[src/rtl/fighter_fsm_if.sv]
// fighter_fsm_if: groups the per-frame controls and the fighter's visible state.
// Ports: frame_tick, btn_left, btn_right, btn_attack, hit_in toward the fighter;
//        x_pos, state, atk_dir, phase_cnt, hitbox_active back from it.
interface fighter_fsm_if;
  logic       frame_tick;
  logic       btn_left;
  logic       btn_right;
  logic       btn_attack;
  logic       hit_in;
  logic [9:0] x_pos;
  logic [2:0] state;
  logic       atk_dir;
  logic [4:0] phase_cnt;
  logic       hitbox_active;

  // Controller side: drives the inputs, observes the fighter.
  modport master (
    output frame_tick, btn_left, btn_right, btn_attack, hit_in,
    input  x_pos, state, atk_dir, phase_cnt, hitbox_active
  );

  // Fighter side.
  modport slave (
    input  frame_tick, btn_left, btn_right, btn_attack, hit_in,
    output x_pos, state, atk_dir, phase_cnt, hitbox_active
  );
endinterface

[src/rtl/fighter_fsm.sv]
// fighter_fsm: per-frame movement / attack / hitstun state machine for one fighter.
// Latency: state, x_pos, phase_cnt, atk_dir update on the clk edge where frame_tick=1;
//          hitbox_active follows state combinationally. No backpressure: frame_tick is a strobe.
// Ports: clk, reset (async, active-high), bus (fighter_fsm_if.slave).
// Build option: define FIGHTER_HITSTUN_EN to enable hit_in / STUN / knockback.
module fighter_fsm #(
  parameter int SCREEN_W       = 640,
  parameter int SPRITE_W       = 64,
  parameter int START_X        = 10,
  parameter int FACING_LEFT    = 0,
  parameter int FWD_STEP       = 3,
  parameter int BWD_STEP       = 2,
  parameter int NEU_SU         = 5,
  parameter int NEU_ACT        = 2,
  parameter int NEU_REC        = 16,
  parameter int DIR_SU         = 4,
  parameter int DIR_ACT        = 3,
  parameter int DIR_REC        = 15,
  parameter int HITSTUN_FRAMES = 12,
  parameter int KNOCKBACK      = 8
) (
  input logic         clk,
  input logic         reset,
  fighter_fsm_if.slave bus
);

  localparam logic [2:0] S_IDLE = 3'd0;
  localparam logic [2:0] S_FWD  = 3'd1;
  localparam logic [2:0] S_BWD  = 3'd2;
  localparam logic [2:0] S_SU   = 3'd3;
  localparam logic [2:0] S_ACT  = 3'd4;
  localparam logic [2:0] S_REC  = 3'd5;
  localparam logic [2:0] S_STUN = 3'd6;

  // 11-bit so that x+step and x-step never wrap before clamping.
  localparam logic [10:0] X_MAX  = 11'(SCREEN_W - SPRITE_W);
  localparam logic [10:0] FWD_D  = 11'(FWD_STEP);
  localparam logic [10:0] BWD_D  = 11'(BWD_STEP);
  // Forward means increasing x unless the fighter faces left.
  localparam logic        FWD_UP = (FACING_LEFT == 0);

  if (NEU_SU < 1 || NEU_SU > 31 || NEU_ACT < 1 || NEU_ACT > 31 ||
      NEU_REC < 1 || NEU_REC > 31 || DIR_SU < 1 || DIR_SU > 31 ||
      DIR_ACT < 1 || DIR_ACT > 31 || DIR_REC < 1 || DIR_REC > 31 ||
      HITSTUN_FRAMES < 1 || HITSTUN_FRAMES > 31 || KNOCKBACK < 0) begin : g_bad_param
    $error("fighter_fsm: phase length outside 1..31 or negative knockback");
  end

  logic [2:0] state_q, state_d;
  logic [9:0] x_q, x_d;
  logic [4:0] cnt_q, cnt_d;
  logic       dir_q, dir_d;
  logic [4:0] phase_len;
  logic       phase_done;
  logic       fwd_btn, bwd_btn;

  // Move x by d toward increasing (up=1) or decreasing x, clamped to [0, X_MAX].
  function automatic logic [9:0] shift_x(input logic [9:0] x, input logic [10:0] d,
                                         input logic up);
    logic [10:0] wide;
    if (up) begin
      wide = {1'b0, x} + d;
      if (wide > X_MAX) wide = X_MAX;
    end else if ({1'b0, x} < d) begin
      wide = '0;
    end else begin
      wide = {1'b0, x} - d;
    end
    return 10'(wide);
  endfunction

  // Both directions held cancel out.
  always_comb begin
    if (FACING_LEFT != 0) begin
      fwd_btn = bus.btn_left & ~bus.btn_right;
      bwd_btn = bus.btn_right & ~bus.btn_left;
    end else begin
      fwd_btn = bus.btn_right & ~bus.btn_left;
      bwd_btn = bus.btn_left & ~bus.btn_right;
    end
  end

  // Length of the timed phase we are in; atk_dir picks the neutral or directional set.
  always_comb begin
    phase_len = 5'd1;
    case (state_q)
      S_SU:  phase_len = dir_q ? 5'(DIR_SU)  : 5'(NEU_SU);
      S_ACT: phase_len = dir_q ? 5'(DIR_ACT) : 5'(NEU_ACT);
      S_REC: phase_len = dir_q ? 5'(DIR_REC) : 5'(NEU_REC);
`ifdef FIGHTER_HITSTUN_EN
      S_STUN: phase_len = 5'(HITSTUN_FRAMES);
`endif
      default: phase_len = 5'd1;
    endcase
  end

  assign phase_done = (cnt_q == phase_len - 5'd1);

  always_comb begin
    state_d = state_q;
    x_d     = x_q;
    cnt_d   = cnt_q;
    dir_d   = dir_q;
`ifdef FIGHTER_HITSTUN_EN
    // A hit overrides everything, including an ongoing stun (restarts it).
    if (bus.hit_in) begin
      state_d = S_STUN;
      cnt_d   = 5'd0;
      dir_d   = 1'b0;
      x_d     = shift_x(x_q, 11'(KNOCKBACK), !FWD_UP);
    end else
`endif
    begin
      case (state_q)
        S_IDLE: begin
          if (bus.btn_attack) begin
            state_d = S_SU;
            cnt_d   = 5'd0;
            dir_d   = 1'b0;
          end else if (fwd_btn) begin
            state_d = S_FWD;
          end else if (bwd_btn) begin
            state_d = S_BWD;
          end
        end
        S_FWD, S_BWD: begin
          // Attack or release consume the tick without moving.
          if (bus.btn_attack) begin
            state_d = S_SU;
            cnt_d   = 5'd0;
            dir_d   = 1'b1;
          end else if ((state_q == S_FWD) ? !fwd_btn : !bwd_btn) begin
            state_d = S_IDLE;
          end else if (state_q == S_FWD) begin
            x_d = shift_x(x_q, FWD_D, FWD_UP);
          end else begin
            x_d = shift_x(x_q, BWD_D, !FWD_UP);
          end
        end
        S_SU, S_ACT, S_REC: begin
          if (phase_done) begin
            cnt_d = 5'd0;
            if (state_q == S_REC) begin
              state_d = S_IDLE;
              dir_d   = 1'b0;
            end else begin
              state_d = state_q + 3'd1;
            end
          end else begin
            cnt_d = cnt_q + 5'd1;
          end
        end
`ifdef FIGHTER_HITSTUN_EN
        S_STUN: begin
          if (phase_done) begin
            state_d = S_IDLE;
            cnt_d   = 5'd0;
          end else begin
            cnt_d = cnt_q + 5'd1;
          end
        end
`endif
        default: begin
          // Unreachable codes fall back to a clean IDLE.
          state_d = S_IDLE;
          cnt_d   = 5'd0;
          dir_d   = 1'b0;
        end
      endcase
    end
  end

  always_ff @(posedge clk or posedge reset) begin
    if (reset) begin
      state_q <= S_IDLE;
      x_q     <= 10'(START_X);
      cnt_q   <= 5'd0;
      dir_q   <= 1'b0;
    end else if (bus.frame_tick) begin
      state_q <= state_d;
      x_q     <= x_d;
      cnt_q   <= cnt_d;
      dir_q   <= dir_d;
    end
  end

  assign bus.x_pos         = x_q;
  assign bus.state         = state_q;
  assign bus.atk_dir       = dir_q;
  assign bus.phase_cnt     = cnt_q;
  assign bus.hitbox_active = (state_q == S_ACT);

endmodule
[src/flat_wrapper.sv]
// flat-port wrapper written by rule: the top's interface ports become plain ports
module fighter_fsm_flat 
#(
  parameter int SCREEN_W       = 640,
  parameter int SPRITE_W       = 64,
  parameter int START_X        = 10,
  parameter int FACING_LEFT    = 0,
  parameter int FWD_STEP       = 3,
  parameter int BWD_STEP       = 2,
  parameter int NEU_SU         = 5,
  parameter int NEU_ACT        = 2,
  parameter int NEU_REC        = 16,
  parameter int DIR_SU         = 4,
  parameter int DIR_ACT        = 3,
  parameter int DIR_REC        = 15,
  parameter int HITSTUN_FRAMES = 12,
  parameter int KNOCKBACK      = 8
)
  (clk, reset, bus_frame_tick, bus_btn_left, bus_btn_right, bus_btn_attack, bus_hit_in, bus_x_pos, bus_state, bus_atk_dir, bus_phase_cnt, bus_hitbox_active);
  fighter_fsm_if bus_i ();
  input logic clk;
  input logic reset;
  input wire logic [$bits(bus_i.frame_tick)-1:0] bus_frame_tick;
  input wire logic [$bits(bus_i.btn_left)-1:0] bus_btn_left;
  input wire logic [$bits(bus_i.btn_right)-1:0] bus_btn_right;
  input wire logic [$bits(bus_i.btn_attack)-1:0] bus_btn_attack;
  input wire logic [$bits(bus_i.hit_in)-1:0] bus_hit_in;
  output wire logic [$bits(bus_i.x_pos)-1:0] bus_x_pos;
  output wire logic [$bits(bus_i.state)-1:0] bus_state;
  output wire logic [$bits(bus_i.atk_dir)-1:0] bus_atk_dir;
  output wire logic [$bits(bus_i.phase_cnt)-1:0] bus_phase_cnt;
  output wire logic [$bits(bus_i.hitbox_active)-1:0] bus_hitbox_active;
  assign bus_i.frame_tick = bus_frame_tick;
  assign bus_i.btn_left = bus_btn_left;
  assign bus_i.btn_right = bus_btn_right;
  assign bus_i.btn_attack = bus_btn_attack;
  assign bus_i.hit_in = bus_hit_in;
  assign bus_x_pos = bus_i.x_pos;
  assign bus_state = bus_i.state;
  assign bus_atk_dir = bus_i.atk_dir;
  assign bus_phase_cnt = bus_i.phase_cnt;
  assign bus_hitbox_active = bus_i.hitbox_active;
  fighter_fsm #(.SCREEN_W(SCREEN_W), .SPRITE_W(SPRITE_W), .START_X(START_X), .FACING_LEFT(FACING_LEFT), .FWD_STEP(FWD_STEP), .BWD_STEP(BWD_STEP), .NEU_SU(NEU_SU), .NEU_ACT(NEU_ACT), .NEU_REC(NEU_REC), .DIR_SU(DIR_SU), .DIR_ACT(DIR_ACT), .DIR_REC(DIR_REC), .HITSTUN_FRAMES(HITSTUN_FRAMES), .KNOCKBACK(KNOCKBACK)) u_core (.clk(clk), .reset(reset), .bus(bus_i));
endmodule
[config.mk]
export PLATFORM = sky130hd
export DESIGN_NAME = fighter_fsm_flat
export DESIGN_NICKNAME = d
export VERILOG_FILES = /design/src/rtl/fighter_fsm_if.sv /design/src/rtl/fighter_fsm.sv /design/src/flat_wrapper.sv
export SDC_FILE = /design/constraint.sdc
export NUM_CORES = 1
export LEC_CHECK = 0
export CAP_MARGIN = 25
export CELL_PAD_IN_SITES_DETAIL_PLACEMENT = 0
export CELL_PAD_IN_SITES_GLOBAL_PLACEMENT = 1
export CORE_MARGIN = 8
export CORE_UTILIZATION = 43
export DETAILED_ROUTE_END_ITERATION = 7
export PLACE_DENSITY = 0.95
export SYNTH_ARGS = -nofsm -noshare
export SYNTH_HDL_FRONTEND = slang
export SYNTH_SLANG_ARGS = --single-unit
export TNS_END_PERCENT = 5
[constraint.sdc]
create_clock -name clk -period 7.05 [get_ports clk]
set_clock_uncertainty 0.05 [all_clocks]
set_input_delay 1.41 -clock clk [delete_from_list [all_inputs] [get_ports clk]]
set_output_delay 1.41 -clock clk [all_outputs]
set_load 0.01 [all_outputs]
Word level (Yosys, flattened, before mapping). Index checks and enable logic that the tools add are counted.

Add/subtract/negate cells: 5. Equal/unequal tests: 13. Magnitude comparators: 2. Mux-type cells: 24. Reductions and logical operators: 10. Bitwise operators: 6.

Operators with widths (number): $mux W10 (3); $mux W3 (7); $mux W5 (3); $pmux W5 S3 (1); $add A10 B2 Y11 const B (1); $gt A11 B10 Y1 const B (1); $lt A10 B2 Y1 const B (1); $pmux W5 S2 (1); $sub A10 B2 Y10 const B (1); $pmux W3 S3 (1); $reduce_and A4 Y1 (2); $mux W1 (7); $eq A3 B2 Y1 const B (2); $eq A3 B3 Y1 const B (2); $ne A2 B1 Y1 const B (3); $reduce_or A3 Y1 (2); $add A5 B1 Y5 const B (1); $eq A5 B5 Y1 (1); $reduce_and A5 Y1 (1); $sub A5 B1 Y5 const B (1); $ne A2 B2 Y1 const B (2); $ne A4 B2 Y1 const B (1); $not A1 Y1 (4); $add A3 B1 Y3 const B (1); 8 further kinds (10).

Output and inout port bits: 20. Input port bits: 7. Register bits: 19. Logic and storage cells: 64.

Depth between registers and ports, before layout.
Word-level depth: 7. Gate-level depth with buffers: 14. Depth with buffers taken out: 13.

Least setup slack after synthesis. OpenSTA, ideal clock, no wires.

Path type: register -> register. From: register u_core.state_q[1], in the netlist u_core.bus.state[1]. To: register u_core.dir_q, in the netlist u_core.bus.atk_dir. Period minus slack after synthesis: 3.190 ns. Required time: 6.872 ns. Arrival: 3.012 ns. Slack: 3.860 ns. Stages on the path, launching flop included: 15. Path buffers: 1. Setup time: 0.128 ns. Path through: dfrtp_1 -> clkbuf_1 -> nand2_1 -> inv_1 -> ha_1 -> nand2b_1 -> o211ai_2 -> inv_1 -> ha_1 -> xor2_1 -> xnor2_1 -> or4_4 -> o21ai_2 -> nand3_1 -> mux2_1.

Word-level cells in the longest chain between the ends: 6. Elaborated cells on any way between the ends: 17. Classes of those cells: add/sub (1); eq/ne (10); mux (2); reduce/logical (4).

RTL lines: start: declaration (RTL line fighter_fsm.sv:49) `logic [2:0] state_q, state_d;`; start signal: assignment (RTL line fighter_fsm.sv:180) `state_q <= state_d;`; $eq A3 B3 Y1 (tied with other cells) (RTL line fighter_fsm.sv:86, fighter_fsm.sv:114, fighter_fsm.sv:143); $pmux W5 S3 (RTL line fighter_fsm.sv:86) `case (state_q)`; $sub A5 B1 Y5 (RTL line fighter_fsm.sv:97) `assign phase_done = (cnt_q == phase_len - 5'd1);`; $eq A5 B5 Y1 (RTL line fighter_fsm.sv:97); $ne A2 B1 Y1 (no source line); $reduce_and A5 Y1 (no source line); end signal: assignment (RTL line fighter_fsm.sv:183) `dir_q <= dir_d;`; end: declaration (RTL line fighter_fsm.sv:52) `logic dir_q, dir_d;`.

Several ways; a longest one is shown, not always the timed one. A chain may end at the register's enable or synchronous reset.

Worst setup path in the final report.
From: register u_core.state_q[2], in the netlist u_core.bus.state[2]. To: output port bus_hitbox_active.

Word-level cells in the longest chain between the ends: 1.

RTL lines: $eq A3 B3 Y1 (RTL line fighter_fsm.sv:191) `assign bus.hitbox_active = (state_q == S_ACT);`; end: declaration (RTL line flat_wrapper.sv:32) `output wire logic [$bits(bus_i.hitbox_active)-1:0] bus_hitbox_active;`.

Every way passes these cells.

==> results.md <==
- Outcome: completed
- # diodes: 0
- Critical-path top delay cell: dfrtp_1
- Final ANT Viol Nets: 0
- Peak supply drop: 221 uV
- Worst setup margin: 3540 ps
- Mapped Area: 1810 um2
- Die span in x: 80.8 um
- Largest cells by area after synthesis: dfrtp_1 (24%), ha_1 (7.6%), nand2_1 (5.0%), a21oi_1 (3.9%), o21ai_0 (3.9%)
- Final hold violation count: 0
- Most frequent cells in the layout: clkdlybuf4s50_1 (25), nand2_1 (24), dfrtp_1 (17)
- Period utilisation layout: 49.8%
- RSZ-0062 raised after global routing: no
- CTS tree: built
- Height of the die: 80.8 um
- Synth Warn #: 0
- Fmax: 285 MHz
- Flop-to-flop setup slack: 3630 ps
- Critical path class: reg2out
- Post-Layout Cell Count: 293
- Post-synthesis sequential area ratio: 26.5%
- Cell family with most CP delay: buffers and inverters
- Final HPWL DP: 3.28 mm
- Die ar.: 6530 um2
- Cell count after synthesis: 225
- First-pass GRT wire length: 7.77 mm
- Initial drt markers: 103
- CP bufs+invs: 2
- EDFF count, synth: 0
- Worst reg2reg path depth: 13
- Root buffer cell: clkbuf_8
- Via count: 1792
- First-pass DRT Iterations: 4
- Vias per cell: 6.12
- Post_cts resized: 0
- Post-synth top flop: dfrtp_1
- Fraction of layout cells with a size suffix above 1: 5.76%
- Num CTS Buffers: 3
- FF+latch area: 478 um2
- # fillers: 409
- Slowest stage delay, CP: 640 ps
- Post-synthesis async set-or-reset flop share: 100%
- Critical Path Fanout Max: 16
- Minimum clock period: 3510 ps
- Synth cell types: 59
- Dpl ws: 3300 ps
- Wire length per cell: 15.5 um
- Core Util, Final: 52.5%
- Hold path startpoint: u_core.bus.x_pos[1]
- Final Routed Wirelength: 4.53 mm
- Maximum capacitance violations: 0
- Final Max Tran Viols: 0
- Port Buffers: 25
- Fin nets: 262
- Hold/Removal Path Class: reg2reg
- Worst slew pin tran: 779 ps
- Synthesized area per cell: 8.03 um2
- Startpoint types: flip-flop
- Clock latency on the worst-skew pair: 260 ps
- Setup violations, final: 0
- Hold-critical path depth: 2
- Hold Path End: u_core.bus.x_pos[1]
- Pwr dens: 413 nW/um2
- Max Root-Sink Buffers: 2
- Area Growth Syn to Fin: 17.2%
- Gr ovfl total: 0
- Worst Path Required: 5590 ps
- Initial core utilization: 44.8%
- Hold buffers post-CTS: 0
- Reg2reg end: u_core.bus.atk_dir
- Multi-input logic area: 1240 um2
- Worst EP arrival: 2050 ps
- Largest net degree at the start of global routing: 20
- Post-synth net total: 243
- Number of synthesized register bits: 19
- CTS clk-pin slew, worst paths: 80 ps
- Crit-path cells: inv_1, nor3_1, clkdlybuf4s50_1
- Initial antenna violation count: 0
- Final GP Congestion: 0.837
- Crit end category: primary output
- Rel. slew slack: 48.0%
- Area leader, netlist: dfrtp_1
- Commonest non-fill, non-tap cell in the layout: clkdlybuf4s50_1
- Top cell type's share of synthesized area: 23.5%
- H-tree Lvls: 1
- DRC: 0
- Vias in the first global route: 1693
- All-layer global routing usage: 14.4%
- R2r startpoint: u_core.bus.state[1]
- # clock sinks: 19
- Num rows: 23
- Setup TNS: 0 ps
- # IOs: 27
- Total core area: 4030 um2
- LEAKAGE: 0.860 nW
- Setup bufs post-CTS: 0
- Placed instance count: 289
## Yosys cell counts, drive strengths merged, types with 3 or more instances
cell,n
o31ai,6
nand2b,3
clkbuf,6
and2,3
dfrtp,17
nor3,7
a31oi,4
and3,5
nor2,15
ha,11
o21ai,18
inv,12
mux2,3
or4,4
nand2,24
or3,5
a21o,5
a21oi,14
nand3,9
nor2b,4
buf,5
xnor2,6
## per-stage QoR
step,hold slack [ps],power (mW),area [um2]
after floorplan,451,0.622,1810
after global placement,460,0.785,2070
after detailed placement,461,0.795,2070
after CTS,472,0.882,2120
after global routing,519,0.959,2120
final,466,0.875,2120
## flip-flops by register name, indices dropped and copies added (netlist names)
register              cells
u_core.bus.state          3
u_core.bus.phase_cnt      5
u_core.bus.x_pos         10
u_core.bus.atk_dir        1
## worst register-to-register path, delay by kind of cell (launching register included)
kind	cells	cell delay, ps
AOI/OAI and AO/OA	2	390
xor gates and xnor gates	2	320
adders and majority gates	2	460
buffers and inverters	2	190
DFF	1	680
muxes	1	310
and+or+nand+nor	4	910
## cell type report
| type | count | area share [%] |
|---|---|---|
| Timing Repair Buffer | 25 | 11.8 |
| Multi-Input combinational cell | 183 | 58.4 |
| Clock buffer | 4 | 2.13 |
| Sequential cell | 19 | 22.6 |
| Tap cell | 50 | 2.96 |
| Inverter | 12 | 2.13 |
## cell families (layout without fill, tap and decap cells)
kind of cell | Yosys count | count (layout) | share of synthesized area [%]
mux | 4 | 4 | 2.42
buf+inv | 23 | 41 | 5.12
compound gates | 73 | 73 | 29.6
xor+xnor | 8 | 8 | 3.88
flops | 19 | 19 | 26.5
simple gates | 87 | 87 | 24.9
fa+ha+maj | 11 | 11 | 7.62
## per-layer routing
layer  up-vias  global-route usage (%)  share of wire, %
met5         -                       0                 0
met4         0                    4.82              0.60
met3         2                    2.54               5.9
met2        46                    23.5                45
met1       864                    18.8                48
li1        880                       -                 -
## report_power, final
group          switching [mW]  leakage [nW]  internal [mW]
clock network          0.0399        0.0228         0.0403
logic                   0.281         0.601          0.254
registers               0.108         0.236          0.151
## worst max path at each step
stage                             start             endpoint  cells past startpoint
finish              u_core.bus.state[2]    bus_hitbox_active                      3
global route        u_core.bus.state[1]   u_core.bus.atk_dir                     13
CTS                 u_core.bus.state[2]    bus_hitbox_active                      3
detailed placement        bus_btn_right  u_core.bus.state[1]                     10
global placement          bus_btn_right  u_core.bus.state[1]                     10
floorplan           u_core.bus.state[1]   u_core.bus.atk_dir                     14
Note: power is estimated with default switching activity, not from simulation.
